## src/rtl/addr_bus_sequencer_pkg.sv

```systemverilog
// addr_bus_sequencer_pkg: shared increment-mode codes, source indices and sequencer state encodings
package addr_bus_sequencer_pkg;

    localparam logic [1:0] INC_NONE = 2'b00;
    localparam logic [1:0] INC_POST = 2'b01;
    localparam logic [1:0] INC_PRE  = 2'b10;

    localparam int PC_A      = 0;
    localparam int ALU_R     = 1;
    localparam int ALUB_DATA = 2;
    localparam int STK_PTR   = 3;

    typedef enum logic [1:0] {
        ABS_IDLE = 2'd0,
        ABS_REQ  = 2'd1,
        ABS_DONE = 2'd2
    } abs_state_t;

endpackage

```

## src/rtl/addr_bus_sequencer_step_unit.sv

```systemverilog
// addr_step_unit: issued and write-back address from source, step and increment mode (modulo 2^ADDR_WIDTH)
module addr_step_unit
    import addr_bus_sequencer_pkg::*;
#(
    parameter int ADDR_WIDTH = 16
) (
    input  logic [ADDR_WIDTH-1:0] src,
    input  logic [1:0]            step,
    input  logic [1:0]            inc_mode,
    output logic [ADDR_WIDTH-1:0] addr,
    output logic [ADDR_WIDTH-1:0] next_addr
);

    logic [ADDR_WIDTH-1:0] step_w;

    assign step_w    = ADDR_WIDTH'(step);
    assign addr      = (inc_mode == INC_PRE) ? src - step_w : src;
    assign next_addr = (inc_mode == INC_POST) ? src + step_w : addr;

endmodule

```

## src/rtl/addr_bus_sequencer.sv

```systemverilog
// addr_bus_sequencer: registered memory address sequencer with pre-dec/post-inc; optional watchdog via ADDR_BUS_TIMEOUT_EN
module addr_bus_sequencer
    import addr_bus_sequencer_pkg::*;
#(
    parameter int ADDR_WIDTH     = 16,
    parameter int NUM_SRC        = 4,
    parameter int TIMEOUT_CYCLES = 255,
    localparam int SEL_W         = (NUM_SRC > 1) ? $clog2(NUM_SRC) : 1
) (
    input  logic                          CLK,
    input  logic                          RESET,
    input  logic [NUM_SRC*ADDR_WIDTH-1:0] SRC_ADDR,
    input  logic [SEL_W-1:0]              ADDR_BUSX,
    input  logic [1:0]                    INC_MODE,
    input  logic [1:0]                    STEP,
    input  logic                          START,
    input  logic                          RD_WR,
    input  logic                          MEM_READY,
    output logic [ADDR_WIDTH-1:0]         ADDR,
    output logic                          MEM_REQ,
    output logic                          MEM_WE,
    output logic [ADDR_WIDTH-1:0]         NEXT_ADDR,
    output logic                          BUSY,
    output logic                          DONE,
    output logic                          ERR
);

    abs_state_t            state, state_n;
    logic [SEL_W-1:0]      sel;
    logic [ADDR_WIDTH-1:0] src, issue, nxt;
    logic                  accept, tmo;

    assign sel    = (int'(ADDR_BUSX) >= NUM_SRC) ? SEL_W'(NUM_SRC - 1) : ADDR_BUSX;
    assign src    = SRC_ADDR[sel*ADDR_WIDTH +: ADDR_WIDTH];
    assign accept = START && (state != ABS_REQ);

    addr_step_unit #(.ADDR_WIDTH(ADDR_WIDTH)) u_step (
        .src      (src),
        .step     (STEP),
        .inc_mode (INC_MODE),
        .addr     (issue),
        .next_addr(nxt)
    );

    // State register; reset aborts any access without a completion pulse
    always_ff @(posedge CLK)
        state <= RESET ? ABS_IDLE : state_n;

    // Next state: REQ waits for ready (or watchdog), IDLE/DONE accept a new START
    always_comb begin
        state_n = state;
        if (state == ABS_REQ)
            state_n = (MEM_READY || tmo) ? ABS_DONE : ABS_REQ;
        else
            state_n = accept ? ABS_REQ : ABS_IDLE;
    end

    // Capture address, write-back pointer and direction when an access is accepted
    always_ff @(posedge CLK)
        if (RESET) begin
            ADDR      <= '0;
            NEXT_ADDR <= '0;
            MEM_WE    <= 1'b0;
        end else if (accept) begin
            ADDR      <= issue;
            NEXT_ADDR <= nxt;
            MEM_WE    <= RD_WR;
        end

    assign MEM_REQ = (state == ABS_REQ);
    assign BUSY    = (state == ABS_REQ);
    assign DONE    = (state == ABS_DONE);

`ifdef ADDR_BUS_TIMEOUT_EN
    localparam int CW = $clog2(TIMEOUT_CYCLES + 1);
    logic [CW-1:0] cnt;
    logic          err_q;

    assign tmo = (state == ABS_REQ) && (cnt == CW'(TIMEOUT_CYCLES - 1));
    assign ERR = err_q;

    // Watchdog counts REQ cycles from entry; a timeout forces completion and sets a sticky error
    always_ff @(posedge CLK)
        if (RESET) begin
            cnt   <= '0;
            err_q <= 1'b0;
        end else begin
            cnt <= accept ? '0 : (state == ABS_REQ) ? cnt + 1'b1 : cnt;
            if (tmo && !MEM_READY)
                err_q <= 1'b1;
        end
`else
    assign tmo = 1'b0;
    assign ERR = 1'b0;
`endif

endmodule

```

## config.mk

```make
export PLATFORM = sky130hd
export DESIGN_NAME = addr_bus_sequencer
export DESIGN_NICKNAME = d
export VERILOG_FILES = /design/src/rtl/addr_bus_sequencer_pkg.sv /design/src/rtl/addr_bus_sequencer_step_unit.sv /design/src/rtl/addr_bus_sequencer.sv
export SDC_FILE = /design/constraint.sdc
export NUM_CORES = 1
export LEC_CHECK = 0
export CAP_MARGIN = 30
export CELL_PAD_IN_SITES_DETAIL_PLACEMENT = 1
export CELL_PAD_IN_SITES_GLOBAL_PLACEMENT = 1
export CORE_MARGIN = 5
export CORE_UTILIZATION = 32
export DETAILED_ROUTE_END_ITERATION = 8
export PLACE_DENSITY_LB_ADDON = 0.1
export SYNTH_ARGS = -nofsm -noshare
export SYNTH_HDL_FRONTEND = slang
export SYNTH_SLANG_ARGS = --single-unit
```

## constraint.sdc

```tcl
create_clock -name CLK -period 8.5 [get_ports CLK]
set_input_delay 2.125 -clock CLK [delete_from_list [all_inputs] [get_ports CLK]]
set_output_delay 2.125 -clock CLK [all_outputs]
set_load 0.05 [all_outputs]
```

* After elaboration in Yosys (flattened, before gate mapping)
Cells that the tools add are included.
** Storage, ports and cells
- Memory bits (read-only) :: 0
- Bits in latches :: 0
- Memory bits (writable) :: 0
- Bits in registers :: 35
- Logic and storage cells :: 18
- Memories kept :: 0
- Output and inout bits :: 37
- Input port bits :: 75
** Cells by class
- Multiplexer cells :: 5
- Reductions and logical operators :: 1
- Add/sub/neg operators :: 2
- Divide/modulo/power cells :: 0
- Order comparisons :: 0
- Multipliers :: 0
- Shift operators :: 1
- Bitwise operators :: 0
- Equal/unequal tests :: 5
** Operator list (number)
- indexed part select 64 x 7 -> 16 bit :: 1
- 2-to-1 mux 16 bit :: 2
- adder 16 x 2 -> 16 bit :: 1
- subtractor 16 x 2 -> 16 bit :: 1
- equality test 2 x 1 -> 1 bit, second input constant :: 2
- equality test 2 bit, second input constant :: 2
- 2-to-1 mux 2 bit :: 2
- inequality test 2 x 1 -> 1 bit, second input constant :: 1
- logical AND 1 bit :: 1
- 2-to-1 mux 1 bit :: 1

* Longest topological paths before layout
Gate-level depths: netlist of the first run.
- Depth after elaboration :: 4
- Depth in mapped cells :: 12

* Cells and area by module
Synthesis of the first run repeated with hierarchy kept, for this count alone.
** Second synthesis, totals
- Cell total of the unflattened synthesis :: 303
- Area total of the unflattened synthesis :: 2826.5 um2
** Modules (own cells, without submodules)
- addr_bus_sequencer :: cells each 182, area each 1974.4 um2, instances 1
- addr_step_unit :: cells each 121, area each 852.1 um2, instances 1

* Worst setup path before layout of the first run
OpenSTA, ideal clock, no wires.
- Path kind :: input to register
- From :: in ADDR_BUSX[0]
- To :: reg ADDR[9]
- Setup slack :: 3622 ps
- Cell stages on the path :: 9
- Path buffers :: 2
- Data arrival time :: 4799 ps
- Data required time :: 8421 ps
- Library setup time :: 79 ps
- Path through :: buf_6 > buf_2 > mux4_2 > ha_1 > a211o_1 > or3_4 > or3_1 > xor2_1 > a211oi_2
** On the way
- Word-level cells in the longest chain between the ends :: 3
** Ends and longest elaborated chain
- from (decl) :: line addr_bus_sequencer.sv:13 : input logic [SEL_W-1:0] ADDR_BUSX,
- indexed part select 64 x 7 -> 16 bit (*) :: line addr_bus_sequencer.sv:34 : assign src = SRC_ADDR[sel*ADDR_WIDTH +: ADDR_WIDTH];
- subtractor 16 x 2 -> 16 bit :: line addr_bus_sequencer_step_unit.sv:17 : assign addr = (inc_mode == INC_PRE) ? src - step_w : src;
- 2-to-1 mux 16 bit (*) :: line addr_bus_sequencer_step_unit.sv:17
- to (signal assigned) :: line addr_bus_sequencer.sv:65 : ADDR <= issue;
- to (decl) :: line addr_bus_sequencer.sv:19 : output logic [ADDR_WIDTH-1:0] ADDR,
Mark *: on every way between the ends. The rest lies on a longest branch, timed or not.
A chain may end at the register's enable or synchronous reset.

* Worst setup path after layout of the first run
Same ends and word-level chain as after synthesis.

==> results of run 1 <==
==> kinds of logic (layout without fill, tap and decap cells) <==
family	Yosys count	count (layout)	synth area share, %
xor+xnor	26	26	9.63
other cells	1	1	0.159
simple gates	106	106	22.2
compound gates	49	49	13.6
fa+ha+maj	6	6	3.81
mux	18	18	16.1
buf+inv	24	127	4.87
flops	35	35	29.6
==> power breakdown <==
part / leakage, uW / internal [uW] / switching, uW
logic: 0.000917 / 91.9 / 119
clock network: 0.0000402 / 57.0 / 61.9
registers: 0.000289 / 178 / 7.24
==> registers in the layout, summed over array words and instances (netlist names) <==
name       flops
MEM_WE         1
state          2
NEXT_ADDR     16
ADDR          16
==> per-stage QoR <==
step	area [um^2]	utilization [%]	total power, uW
3_5_place_dp	3550	49.2	402
4_1_cts	3630	50.4	522
2_1_floorplan	2360	-	319
3_3_place_gp	3500	48.6	396
6_report	3630	50.4	515
5_1_grt	3630	50.4	545
==> worst max-delay path by stage <==
stage | from | end | slack (ps) | cells after the start
2_1_floorplan | ADDR_BUSX[0] | ADDR[9] | 3620 | 9
3_3_place_gp | ADDR_BUSX[0] | ADDR[9] | 2630 | 8
3_5_place_dp | ADDR_BUSX[0] | ADDR[9] | 2790 | 9
4_1_cts | ADDR_BUSX[0] | ADDR[9] | 3080 | 9
5_1_grt | ADDR_BUSX[0] | ADDR[9] | 2940 | 9
6_report | ADDR_BUSX[0] | ADDR[9] | 3100 | 9
==> synthesized netlist by cell type (all sizes together), types with 6 or more instances <==
cell and number:
nand2 34, clkbuf 11, nor2 28, xor2 15
o21ai 12, dfxtp 35, xnor2 11, buf 7
or3 6, a21oi 11, mux4 16, inv 6
a211oi 14
==> worst min-delay path, stage by stage, from the launching register on <==
cell and delay, ps:
dfxtp_1 310, nand2_1 50, a21oi_1 50
==> layout make-up <==
cell class                      count  share of cell area, %
Clock buffer                        5                   1.89
Sequential cell                    35                   19.3
Clock inverter                      3                  0.551
Multi-Input combinational cell    206                   42.6
Timing Repair Buffer              113                   31.7
Inverter                            6                  0.620
Tap cell                           99                   3.41
==> routing by layer <==
layer | share of wire (%) | track usage, % | wire length [um]
met5 | 0 | 0 | 0
met4 | 1.1 | 4.27 | 84
met3 | 9.2 | 5.16 | 681
met2 | 46 | 27.5 | 3400
met1 | 44 | 20.5 | 3230
==> out/results.ini, run 1 <==
[sta]
setup_violations=0
drv_slew=0
worstMarginPinSlew_ps=763
timing.final.ws_setup_ps=3100
whs_ps=458
skew_ps=5.03
timing.fmax_mhz=185
min_period_ps=5400
fin_crit_sh_pct=63.5
max_slew_margin_pct=48.7
fin_setup_tns_ps=0
rsz0062_at_grt=no
finalHoldViolCount=0

[clocking]
ctsResizeCount=0
clk_latency_ps=280
post-cts-setup-buffers=0
cts_tree=built
cts_buffers=5
cts_max_level=2
cts_buffer_depth=2
ctsHoldBuffers=0
clk_pin_slew_ps=70
clock-sinks=35
clock-root-buffer=clkbuf_8

[finish]
nNetsFinal=448
layout-drive-gt1-share_pct=8.42
mostFrequentLayoutCells=clkdlybuf4s50_1 (110), dfxtp_1 (35), nand2_1 (34)
n_fill_cell=838
diodes=0
fin_cells=467
multi_input_area_mm2=0.00155
register_area_um2=701
area_growth_pct=53.8
final_common_cell=clkdlybuf4s50_1

[power_and_ir_drop]
p_per_area_mw_per_mm2=142
vdd_drop_max_mv=0.0557
cellLeakagePower_uw=0.00125

[worst_setup_path]
worstPathArrival_ps=5600
regToRegSetupSlack_ps=6860
slowest_delay_ps=850
cp_max_fo=9
r2r_end=NEXT_ADDR[11]
r2r_start=state[1]
reg2reg_depth=5
crit_family=buffers and inverters
cpMaxStageDelayCell=clkdlybuf4s50_1
worstSetupPathType=primary input to flop
critPathCaptureType=flop
crit_required_ps=8700
path_cells=clkdlybuf4s50_1 -> buf_8 -> mux4_2 -> ha_1 -> a211o_1 -> or3_4 -> or3_1 -> xor2_1 -> a211oi_2
worstSetupStartpointType=primary input
crit_buf_inv=2

[synth]
yosys.area.top_type=dfxtp_1
synth-edff-count=0
synthesis.area_mm2=0.00236
yosysUniqueCellTypes=48
yosysWarnings=0
synth_ff_type=dfxtp_1
syn_area_per_cell_um2=8.92
ys_seq_area_share_pct=29.6
syn_inst=265
synth_area_leaders=dfxtp_1 (30%), mux4_2 (15%), xor2_1 (5.6%)
netlist.area_leader.share_pct=29.6
async_reset_ff_share_pct=0
synth_fp_nets=346
ys_ff_latch=35

[global_routing]
grt_pass1_vias=2499
grt_usage_pct=16.5
grt_max_degree=44
grt_pass1_wl_um=11900
grt_antenna_before_repair=0
grt-ovfl-total=0

[worst_hold_path]
hold_class=flop to flop
hold_path_end=MEM_WE
min-delay-start=MEM_WE
hold_path_depth=2

[die]
chipWidth_um=95.9
rows=31
dieArea_mm2=0.00920
core_mm2=0.00721
initial_utilization_pct=32.8
fp.dieH_um=95.9
io_pins=112

[detailed_routing]
drt_iter0_drc=93
num_vias=2341
drc=0
routed_wl_um=7400
drtPass1Iterations=4
antenna_left=0
vias_per_cell=5.01
wire_per_inst_um=15.8

[placed_design]
gp_congestion=0.828
port-buffer-count=110
place_inst=459
post-place-ws_ps=2790
dp_hpwl_um=6220

[job]
cap_viol_max_count=0

[status]
outcome=completed

No activity file was read; power rests on OpenSTA's default activity.
==> run 2: changes to the inputs <==
Settings changed: CORE_UTILIZATION 32 to 29.
Clock period 8.5 ns to 4.99 ns, I/O delays scaled along.
==> run 2 against run 1 <==
Effect of this change: largest cell class unchanged; register-to-register slack lost 3700 ps; routed wire length grew 1.3%; highest routed layer unchanged; clock skew grew 5.1 ps; critical endpoint unchanged.
==> out/results.ini, run 2 (synthesis results as in run 1) <==
[status]
outcome=completed

[worst_setup_path]
cp_max_fo=11  ; +2
r2r_start=state[1]
r2r_end=ADDR[3]
crit_required_ps=5200  ; -3500 ps
worstSetupStartpointType=primary input
reg2reg_depth=5  ; unchanged
regToRegSetupSlack_ps=3150  ; -3710 ps
worstSetupPathType=primary input to flop
worstPathArrival_ps=4510  ; -1090 ps
critPathCaptureType=flop

[placed_design]
port-buffer-count=110  ; unchanged
dp_hpwl_um=6220  ; about the same
placedInstanceArea_mm2=0.00353  ; -0.35%
gp_congestion=0.760  ; -8.3%
post-place-ws_ps=371  ; -2420 ps

[power_and_ir_drop]
power.internal_uw=658  ; +100%
combPwrFrac_pct=36.5  ; -4.5 points
switchingPower_uw=323  ; +72%
p_per_area_mw_per_mm2=267  ; +89%
switching_share_pct=33.0  ; -3.6 points
cellLeakagePower_uw=0.00126  ; +1.5%
vdd_drop_max_mv=0.0831  ; +49%
power_frac_clock_pct=31.2  ; +8.1 points
sequentialPowerShare_pct=32.2  ; -3.8 points

[finish]
mostFrequentLayoutCells=clkdlybuf4s50_1 (110), dfxtp_1 (35), nand2_1 (34)
n_fill_cell=964  ; +15%
layout-drive-gt1-share_pct=8.67  ; +0.25 points
area_growth_pct=55.3
final_common_cell=clkdlybuf4s50_1
diodes=0  ; unchanged
final_util_pct=45.3  ; -5.0 points
multi_input_area_mm2=0.00155  ; unchanged
largestRegisters=ADDR x16, NEXT_ADDR x16, state x2
register_area_um2=701  ; unchanged
nNetsFinal=449  ; +0.22%
stdcell_area_mm2=0.00367  ; +0.96%

[die]
fp.dieH_um=100  ; +4.5%
rows=33  ; +6.5%
dieArea_mm2=0.0101  ; +9.2%
chipWidth_um=100  ; +4.5%
io_pins=112  ; unchanged
initial_utilization_pct=29.2  ; -3.6 points
core_mm2=0.00809  ; +12%

[global_routing]
grt_pass1_vias=2476  ; -0.92%
grt_antenna_before_repair=0  ; unchanged
grt_pass1_wl_um=11800  ; -1.3%
grt-ovfl-total=0  ; unchanged
grt_max_degree=32  ; -27%
grt_usage_pct=14.6  ; -1.8 points

[detailed_routing]
drtPass1Iterations=4  ; unchanged
num_vias=2369  ; +1.2%
drc=0  ; unchanged
routed_wl_um=7490  ; +1.3%
wire_per_inst_um=15.8  ; -0.22%
drt_iter0_drc=49  ; -47%
antenna_left=0  ; unchanged
vias_per_cell=5.00  ; -0.30%

[clocking]
clock-sinks=35  ; unchanged
cts_max_level=2  ; unchanged
post-cts-setup-buffers=0  ; unchanged
cts_buffers=5  ; unchanged
clk_pin_slew_ps=70  ; about the same
ctsResizeCount=0  ; unchanged
ctsHoldBuffers=0  ; unchanged
cts_tree=built
cts_buffer_depth=2  ; unchanged
clock-root-buffer=clkbuf_8
clk_latency_ps=290  ; about the same

[sta]
finalHoldViolCount=0  ; unchanged
setup_violations=0  ; unchanged
fin_crit_sh_pct=86.3
max_slew_margin_pct=53.9  ; +5.3 points
timing.fmax_mhz=232
whs_ps=454  ; -4.47 ps
timing.final.ws_setup_ps=685  ; -2420 ps
rsz0062_at_grt=no
min_period_ps=4310
drv_slew=0  ; unchanged
worstMarginPinSlew_ps=685  ; -78.2 ps
skew_ps=10.2  ; +5.12 ps
fin_setup_tns_ps=0  ; unchanged

[worst_hold_path]
hold_path_end=NEXT_ADDR[3]
hold_class=flop to flop
min-delay-start=NEXT_ADDR[3]
hold_path_depth=2  ; unchanged

[job]
cap_viol_max_count=0  ; unchanged

run 2: cell count changes in the layout (fill, tap and decap cells not counted):
| cell | previous run | this run |
|---|---|---|
| clkinv_2 | 1 | 0 |
| bufinv_16 | 0 | 2 |
| buf_16 | 1 | 0 |
| buf_4 | 1 | 4 |
| buf_8 | 1 | 0 |
| clkinvlp_4 | 2 | 1 |
run 2: how the worst max path moves through the flow:
stage	start	end	slack, ps	cells past startpoint
floorplan	ADDR_BUSX[0]	ADDR[9]	990	9
global placement	ADDR_BUSX[0]	ADDR[9]	420	8
detailed placement	ADDR_BUSX[0]	ADDR[9]	370	8
CTS	ADDR_BUSX[0]	ADDR[9]	660	8
global route	ADDR_BUSX[0]	ADDR[9]	520	8
finish	ADDR_BUSX[0]	ADDR[9]	680	8
run 2: per-layer routing:
metal	global-route usage [%]	part of all wire (%)	vias to the layer above
li1	-	-	1160
met1	18.5	45	1107
met2	23.7	45	95
met3	5.14	9.2	7
met4	4.04	1.0	0
met5	0	0	-
run 2: critical path, stage by stage:
cell             delay [ps]
clkdlybuf4s50_1         690
buf_4                   310
mux4_2                  640
or4_4                   480
or3_4                   430
or3_1                   330
xor2_1                  170
a211oi_2                210
run 2: area by class of cell:
type | instances | share of cell area [%]
well taps | 105 | 3.58
clock buffers | 5 | 1.88
multi-input cells | 206 | 42.2
clock inverters | 3 | 1.84
flip-flops and latches | 35 | 19.1
inverters | 6 | 0.614
repair buffers | 114 | 30.8
run 2: power by group through the flow:
stage / Sequential (uW) / Clock (uW) / Combinational [uW]
after floorplan: 402 / 0 / 142
after global placement: 323 / 0 / 356
after detailed placement: 323 / 0 / 361
after CTS: 317 / 312 / 363
after global routing: 320 / 325 / 383
final: 316 / 306 / 358
run 2: through the flow:
stage / power (uW) / instances
floorplan: 543 / 265
global placement: 679 / 466
detailed placement: 685 / 466
CTS: 992 / 474
global route: 1030 / 474
finish: 981 / 474
